`config.mk`:
```
export PLATFORM = sky130hd
export DESIGN_NAME = crc_frame_ctrl
export DESIGN_NICKNAME = d
export VERILOG_FILES = /design/src/rtl/crc_frame_ctrl.sv
export SDC_FILE = /design/constraint.sdc
export NUM_CORES = 1
export LEC_CHECK = 0
export ABC_AREA = 0
export BUFFER_PORTS_ARGS = -buffer_cell sky130_fd_sc_hd__buf_2
export CORE_MARGIN = 4
export CORE_UTILIZATION = 28
export CTS_CLUSTER_DIAMETER = 200
export CTS_CLUSTER_SIZE = 14
export DETAILED_ROUTE_END_ITERATION = 8
export GPL_ROUTABILITY_DRIVEN = 0
export PLACE_DENSITY = 0.45
export RECOVER_POWER = 25
export REMOVE_ABC_BUFFERS = 1
export SETUP_SLACK_MARGIN = 0.1
export SKIP_CTS_REPAIR_TIMING = 1
export SLEW_MARGIN = 20
export SYNTH_ARGS = -nofsm -noshare
export SYNTH_HDL_FRONTEND = slang
export SYNTH_SLANG_ARGS = --single-unit
```
`constraint.sdc`:
```
create_clock -name CLK -period 4.2 [get_ports CLK]
set_input_delay 0.42 -clock CLK [delete_from_list [all_inputs] [get_ports CLK]]
set_output_delay 0.42 -clock CLK [all_outputs]
set_load 0.01 [all_outputs]
```
`src/rtl/crc_frame_ctrl.sv`:
```
// Frame sequencer for the 8-bit serial CRC engine: seeds the engine, serializes
// byte-wide frames LSB-first, then gathers the serial CRC into one output word.
module crc_frame_ctrl #(
  parameter int unsigned DATA_WIDTH    = 8,
  parameter int unsigned CRC_WIDTH     = 8,
  parameter int unsigned DRAIN_TIMEOUT = 16
) (
  input  logic                  CLK,
  input  logic                  RST,
  input  logic [DATA_WIDTH-1:0] IN_DATA,
  input  logic                  IN_VALID,
  input  logic                  IN_LAST,
  output logic                  IN_READY,
  output logic                  CRC_RST,
  output logic                  CRC_DATA,
  output logic                  CRC_ACTIVE,
  input  logic                  CRC_BIT,
  input  logic                  CRC_VALID,
  output logic [CRC_WIDTH-1:0]  CRC_OUT,
  output logic                  CRC_DONE,
  output logic                  ERR,
  output logic                  BUSY
);

  localparam int unsigned BitCntW = (DATA_WIDTH > 1) ? $clog2(DATA_WIDTH) : 1;
  localparam int unsigned RxCntW  = $clog2(CRC_WIDTH + 1);
  localparam int unsigned TmoCntW = $clog2(DRAIN_TIMEOUT + 1);

  localparam logic [BitCntW-1:0] BitLast = BitCntW'(DATA_WIDTH - 1);
  localparam logic [RxCntW-1:0]  RxFull  = RxCntW'(CRC_WIDTH);
  localparam logic [TmoCntW-1:0] TmoLast = TmoCntW'(DRAIN_TIMEOUT - 1);

  typedef enum logic [2:0] {
    StIdle,
    StSeed,
    StShift,
    StDrain,
    StDone
  } state_e;

  state_e                state_q, state_d;
  logic [DATA_WIDTH-1:0] sreg_q, sreg_d;
  logic                  last_q, last_d;
  logic [BitCntW-1:0]    bit_cnt_q, bit_cnt_d;
  logic [RxCntW-1:0]     rx_cnt_q, rx_cnt_d;
  logic [TmoCntW-1:0]    tmo_cnt_q, tmo_cnt_d;
  logic [CRC_WIDTH-1:0]  collect_q, collect_d;
  logic [CRC_WIDTH-1:0]  crc_out_q, crc_out_d;
  logic                  err_q, err_d;

  logic                  word_end;
  logic                  in_ready;
  logic [RxCntW-1:0]     rx_cnt_inc;
  logic [CRC_WIDTH-1:0]  collect_next;

  assign word_end     = (state_q == StShift) && (bit_cnt_q == BitLast);
  // Ready is a pure register decode, so the framer sees no input-to-output path.
  assign in_ready     = (state_q == StIdle) || (word_end && !last_q);
  assign rx_cnt_inc   = rx_cnt_q + RxCntW'(1);
  assign collect_next = collect_q | ({{(CRC_WIDTH-1){1'b0}}, CRC_BIT} << rx_cnt_q);

  always_comb begin
    state_d   = state_q;
    sreg_d    = sreg_q;
    last_d    = last_q;
    bit_cnt_d = bit_cnt_q;
    rx_cnt_d  = rx_cnt_q;
    tmo_cnt_d = tmo_cnt_q;
    collect_d = collect_q;
    crc_out_d = crc_out_q;
    err_d     = 1'b0;

    unique case (state_q)
      StIdle: begin
        if (IN_VALID) begin
          sreg_d    = IN_DATA;
          last_d    = IN_LAST;
          bit_cnt_d = '0;
          state_d   = StSeed;
        end
      end

      StSeed: begin
        state_d = StShift;
      end

      StShift: begin
        bit_cnt_d = bit_cnt_q + BitCntW'(1);
        if (word_end) begin
          bit_cnt_d = '0;
          if (last_q) begin
            rx_cnt_d  = '0;
            tmo_cnt_d = '0;
            collect_d = '0;
            state_d   = StDrain;
          end else if (IN_VALID) begin
            sreg_d = IN_DATA;
            last_d = IN_LAST;
          end else begin
            // Underrun: abandon the frame; the next seed pulse clears the engine.
            err_d   = 1'b1;
            state_d = StIdle;
          end
        end
      end

      StDrain: begin
        tmo_cnt_d = tmo_cnt_q + TmoCntW'(1);
        if (CRC_VALID) begin
          collect_d = collect_next;
          rx_cnt_d  = rx_cnt_inc;
        end
        // A final bit landing on the last allowed cycle still counts as success.
        if (CRC_VALID && (rx_cnt_inc == RxFull)) begin
          crc_out_d = collect_next;
          state_d   = StDone;
        end else if (tmo_cnt_q == TmoLast) begin
          err_d   = 1'b1;
          state_d = StIdle;
        end
      end

      StDone: begin
        state_d = StIdle;
      end

      default: begin
        state_d = StIdle;
      end
    endcase
  end

  always_ff @(posedge CLK or negedge RST) begin
    if (!RST) begin
      state_q   <= StIdle;
      sreg_q    <= '0;
      last_q    <= 1'b0;
      bit_cnt_q <= '0;
      rx_cnt_q  <= '0;
      tmo_cnt_q <= '0;
      collect_q <= '0;
      crc_out_q <= '0;
      err_q     <= 1'b0;
    end else begin
      state_q   <= state_d;
      sreg_q    <= sreg_d;
      last_q    <= last_d;
      bit_cnt_q <= bit_cnt_d;
      rx_cnt_q  <= rx_cnt_d;
      tmo_cnt_q <= tmo_cnt_d;
      collect_q <= collect_d;
      crc_out_q <= crc_out_d;
      err_q     <= err_d;
    end
  end

  assign IN_READY   = in_ready;
  assign CRC_RST    = (state_q != StSeed);
  assign CRC_ACTIVE = (state_q == StShift);
  assign CRC_DATA   = (state_q == StShift) && sreg_q[bit_cnt_q];
  assign CRC_OUT    = crc_out_q;
  assign CRC_DONE   = (state_q == StDone);
  assign ERR        = err_q;
  assign BUSY       = (state_q != StIdle);

endmodule

```
After elaboration in Yosys (flattened, before gate mapping)
Index checks and enable logic that the tools add are counted.
{"block": "word_totals", "reg_bits": 41, "in_bits": 14, "out_inout_bits": 15}
{"block": "op_classes", "add_sub_neg": 3, "magnitude_cmp": 1, "n_eq_ne": 15, "shifts": 1, "muxes": 38, "n_bitwise": 1, "n_reduce_logical": 17}
{"cell": "$mux 8", "n": 6}
{"cell": "$pmux 8 s2", "n": 2}
{"cell": "$mux 3", "n": 8}
{"cell": "$mux 4", "n": 3}
{"cell": "$pmux 3 s4", "n": 1}
{"cell": "$mux 1", "n": 10}
{"cell": "$mux 5", "n": 2}
{"cell": "$pmux 5 s2", "n": 1}
{"cell": "$reduce_and 3->1", "n": 3}
{"cell": "$or 8x8->8", "n": 1}
{"cell": "$pmux 4 s2", "n": 1}
{"cell": "$reduce_and 4->1", "n": 2}
{"cell": "$shl 1x4->8", "n": 1}
{"cell": "$eq 3x2->1 const B", "n": 2}
{"cell": "$eq 3x3->1 const B", "n": 2}
{"cell": "$ne 2x2->1 const B", "n": 3}
{"cell": "$pmux 3 s2", "n": 1}
{"cell": "$add 5x1->5 const B", "n": 1}
{"cell": "$eq 5x4->1 const B", "n": 1}
{"cell": "$add 4x1->4 const B", "n": 1}
{"cell": "$eq 4x4->1 const B", "n": 1}
{"cell": "$logic_and 1x1->1", "n": 4}
{"cell": "$lt 3x4->1 const B", "n": 1}
{"cell": "$ne 2x1->1 const B", "n": 2}
{"cell": "13 further kinds", "n": 16}

Logic depth before layout (Yosys ltp)
{"block": "depth", "word_depth": 5, "ltp_mapped": 7, "ltp_nobuf": 6}

Worst setup path after synthesis
No wires, ideal clock.
{"block": "synth_timing", "kind": "register to output", "startpoint": "register bit_cnt_q[1]", "endpoint": "output IN_READY", "arrival_time_ns": 1.243, "t_required_ns": 3.780, "slack_ns": 2.537, "path_stages_with_launch": 5, "path_buffers": 0, "cell_sequence": "dfrtp_1 > ha_1 > ha_1 > nand2b_1 > a21boi_0"}
{"block": "synth_via", "elab_chain_cells": 4}
{"item": "from (decl)", "line": "44", "rtl": "logic [BitCntW-1:0] bit_cnt_q, bit_cnt_d;"}
{"item": "from (signal assigned)", "line": "148", "rtl": "bit_cnt_q <= bit_cnt_d;"}
{"item": "$eq 3x3->1", "line": "56", "rtl": "assign word_end = (state_q == StShift) && (bit_cnt_q == BitLast);"}
{"item": "$logic_and 1x1->1", "line": "56"}
{"item": "$logic_and 1x1->1", "line": "58", "rtl": "assign in_ready = (state_q == StIdle) || (word_end && !last_q);"}
{"item": "$logic_or 1x1->1", "line": "58"}
{"item": "to (decl)", "line": "13", "rtl": "output logic IN_READY,"}
No other way between the ends.

Final worst setup path
{"block": "layout_timing", "startpoint": "register rx_cnt_q[0]", "endpoint": "register crc_out_q[1] (netlist: CRC_OUT[1])"}
{"block": "layout_via", "elab_chain_cells": 4}
{"item": "from (decl)", "line": "45", "rtl": "logic [RxCntW-1:0] rx_cnt_q, rx_cnt_d;"}
{"item": "from (signal assigned)", "line": "149", "rtl": "rx_cnt_q <= rx_cnt_d;"}
{"item": "$add 4x1->4", "line": "59", "rtl": "assign rx_cnt_inc = rx_cnt_q + RxCntW'(1);"}
{"item": "$eq 4x4->1", "line": "114", "rtl": "if (CRC_VALID && (rx_cnt_inc == RxFull)) begin"}
{"item": "$logic_and 1x1->1", "line": "114"}
{"item": "$reduce_and 2->1 (no line)"}
{"item": "to (signal assigned)", "line": "152", "rtl": "crc_out_q <= crc_out_d;"}
{"item": "to (decl)", "line": "48", "rtl": "logic [CRC_WIDTH-1:0] crc_out_q, crc_out_d;"}
Several ways; a longest one is shown, not always the timed one.
A chain may end at the register's enable or synchronous reset.

==> impl_metrics.tcl <==
set metrics [dict create \
    synthArstFlopShare_pct 100 \
    synth_edf_count 0 \
    end_kind "flop" \
    routed_wl_microns 3970 \
    grt_pass1_wl_microns 6900 \
    die_w_microns 91.5 \
    path_delay_family "simple AND/OR/NAND/NOR gates" \
    drc 0 \
    std_cell_rows 30 \
    leakage_uw 0.00101 \
    start_util_pct 28.7 \
    detail_route.wl_per_cell_microns 13.0 \
    area_growth_pct 16.0 \
    fill_cells 703 \
    multi_input_area_sq_um 852 \
    hold_class "primary input to flop" \
    crit_fanout 10 \
    synth_seq_area_share_pct 52.5 \
    reg2reg_depth 5 \
    viasPerCell 4.50 \
    fin_nets 229 \
    syn_inst 179 \
    final-hold-violation-count 0 \
    hp-start "IN_DATA[3]" \
    p_total_uw 1360 \
    syn_area_sq_um 1950 \
    rsz0062_at_grt "false" \
    setup_ws_ps 2030 \
    grt_max_degree 42 \
    crit_path_cell_trace "ha_1, nand2b_1, nand4_1, nor3_2, mux2i_1" \
    reg2reg_from "rx_cnt_q[0]" \
    synth.avg_cell_area_sq_um 10.9 \
    synthFlopType "dfrtp_1" \
    worstPathArrival_ps 2380 \
    critPathMaxStageDelay_ps 800 \
    relSlewSlack_pct -45.1 \
    antenna_left 0 \
    finalCritPeriodShare_pct 51.6 \
    gr-total-overflow 0 \
    finalCriticalPeriod_ps 2170 \
    ys_types 36 \
    stdcell_area_sq_um 2260 \
    whs_path_depth 2 \
    peakVddDrop_uv 187 \
    antenna_cells 0 \
    dp_hpwl_microns 2740 \
    drv_slew 42 \
    preCtsSetupSlack_ps 1980 \
    grt_pass1_vias 1417 \
    clock_path_buffers 2 \
    crit_slowest_cell "nor3_2" \
    die_y_microns 91.5 \
    status "complete, but fails checks" \
    track_usage_pct 10.3 \
    skew_ps 7.25 \
    io_pins 29 \
    dpl_cell_area_sq_um 2180 \
    criticalPathCategory "flop to flop" \
    p_per_area_nw_per_um2 602 \
    htree_levels 2 \
    ys_ff_latch 41 \
    critPathLaunchType "flop" \
    setup_viol 0 \
    core-area_sq_um 6790 \
    drive_gt1_share_pct 19.0 \
    totalNegativeSetupSlack_ps 0 \
    min_to "sreg_q[3]" \
    root_buffer "clkbuf_8" \
    clock_latency_ps 290 \
    die_area_sq_um 8380 \
    crit_buf_inv 0 \
    violations "max-capacitance violations, max-slew violations" \
    io_buffer_count 28 \
    worstPathRequired_ps 4410 \
    clkTransAtPathRegs_ps 80 \
    clock.fmax_mhz 461 \
    tightest_slew_ps 2180 \
    maxCapViolCount 1 \
    yosysWarnings 0 \
    first_iter_violations 60 \
    first_pass_iters 4 \
    cts_tree "yes" \
    antenna_found_initial 0 \
    clkSinkCount 41 \
    r2r-end "CRC_OUT[1]" \
    regArea_sq_um 1030 \
    cts_made_buffers 5 \
    rrSetupSlack_ps 2030 \
    dr_total_vias 1377 \
]
-- cell usage after synthesis, drive strengths merged (2+ instances only) --
cell / count / share of area [%]
a21boi: 2 / 0.77
a21oi: 9 / 2.9
a22o: 3 / 1.3
a31oi: 2 / 0.64
and3: 2 / 0.64
and3b: 2 / 0.90
buf: 4 / 1.3
dfrtp: 41 / 53
ha: 6 / 3.8
inv: 12 / 2.3
mux2: 9 / 5.2
mux2i: 9 / 4.6
mux4: 2 / 2.3
nand2: 19 / 3.7
nand2b: 4 / 1.3
nand3: 2 / 0.51
nand3b: 3 / 1.3
nor2: 6 / 1.2
nor2b: 3 / 0.96
nor3b: 2 / 0.77
o21ai: 24 / 6.1
o32ai: 2 / 0.90
or2: 2 / 0.64
xor2: 2 / 0.90
-- metrics by stage --
stage                     hold WS (ps)  std cells  utilization (%)
final                              348        306             33.3
after global routing               332        306             33.3
after CTS                          303        306             33.4
after detailed placement           476        298             32.1
after global placement             469        298             32.1
after floorplan                    124        174                -
-- worst max path at each step --
stage	startpoint	endpoint	slack, ps	cells after the start
after floorplan	rx_cnt_q[0]	CRC_OUT[0]	2420	5
after global placement	rx_cnt_q[0]	CRC_OUT[6]	2090	5
after detailed placement	rx_cnt_q[0]	CRC_OUT[1]	1980	5
after CTS	rx_cnt_q[0]	CRC_OUT[1]	1960	5
after global routing	RST	tmo_cnt_q[0]	1610	1
final	rx_cnt_q[0]	CRC_OUT[1]	2030	5
-- worst register-to-register path, cell delays in order (launching register included) --
cell and delay [ps]:
dfrtp_1 520, ha_1 240, nand2b_1 110, nand4_1 140
nor3_2 800, mux2i_1 280
-- kinds of logic (layout without fill, tap and decap cells) --
group	count (synthesis)	count (layout)	synth area share, %
compound gates	45	45	13.8
xor+xnor	2	2	0.897
fa+ha+maj	6	6	3.84
buf+inv	17	48	3.84
flops	41	41	52.5
mux	20	20	12.1
simple gates	48	48	13.0
-- placed cells by master, fill, tap and decap left out, types with 3 or more instances in the layout --
cell type   n
inv_1      12
nor2b_1     3
ha_1        6
dfrtp_1    41
nand2b_1    4
mux2i_1     9
nand2_1    19
mux2_1      8
nor2_1      6
o21ai_1    19
buf_2      27
a21oi_1     8
o21ai_0     5
a22o_1      3
clkbuf_8    5
-- state kept, by name, indices dropped and copies added, names as in the netlist --
name       count
state_q        3
collect_q      8
bit_cnt_q      3
ERR            1
last_q         1
sreg_q         8
rx_cnt_q       4
CRC_OUT        8
tmo_cnt_q      5
-- report_power, final --
group          internal [uW]  leakage [uW]  switching [uW]
clock network            115     0.0000450             130
registers                523      0.000495             132
logic                    218      0.000471             245
-- area by class of cell --
class                           instances  area share (%)
Timing Repair Buffer                   28            6.13
Inverter                               12            1.99
Clock buffer                            6            3.20
Sequential cell                        41            45.3
Multi-Input combinational cell        121            37.6
Tap cell                               96            5.30
Clock inverter                          2           0.442
-- routing by layer --
| metal | track usage [%] | routed length [microns] |
|---|---|---|
| met5 | 0 | 0 |
| met4 | 3.02 | 28 |
| met3 | 3.65 | 160 |
| met2 | 15.8 | 1780 |
| met1 | 13.7 | 2000 |
Power figures use the tool's default switching activity.
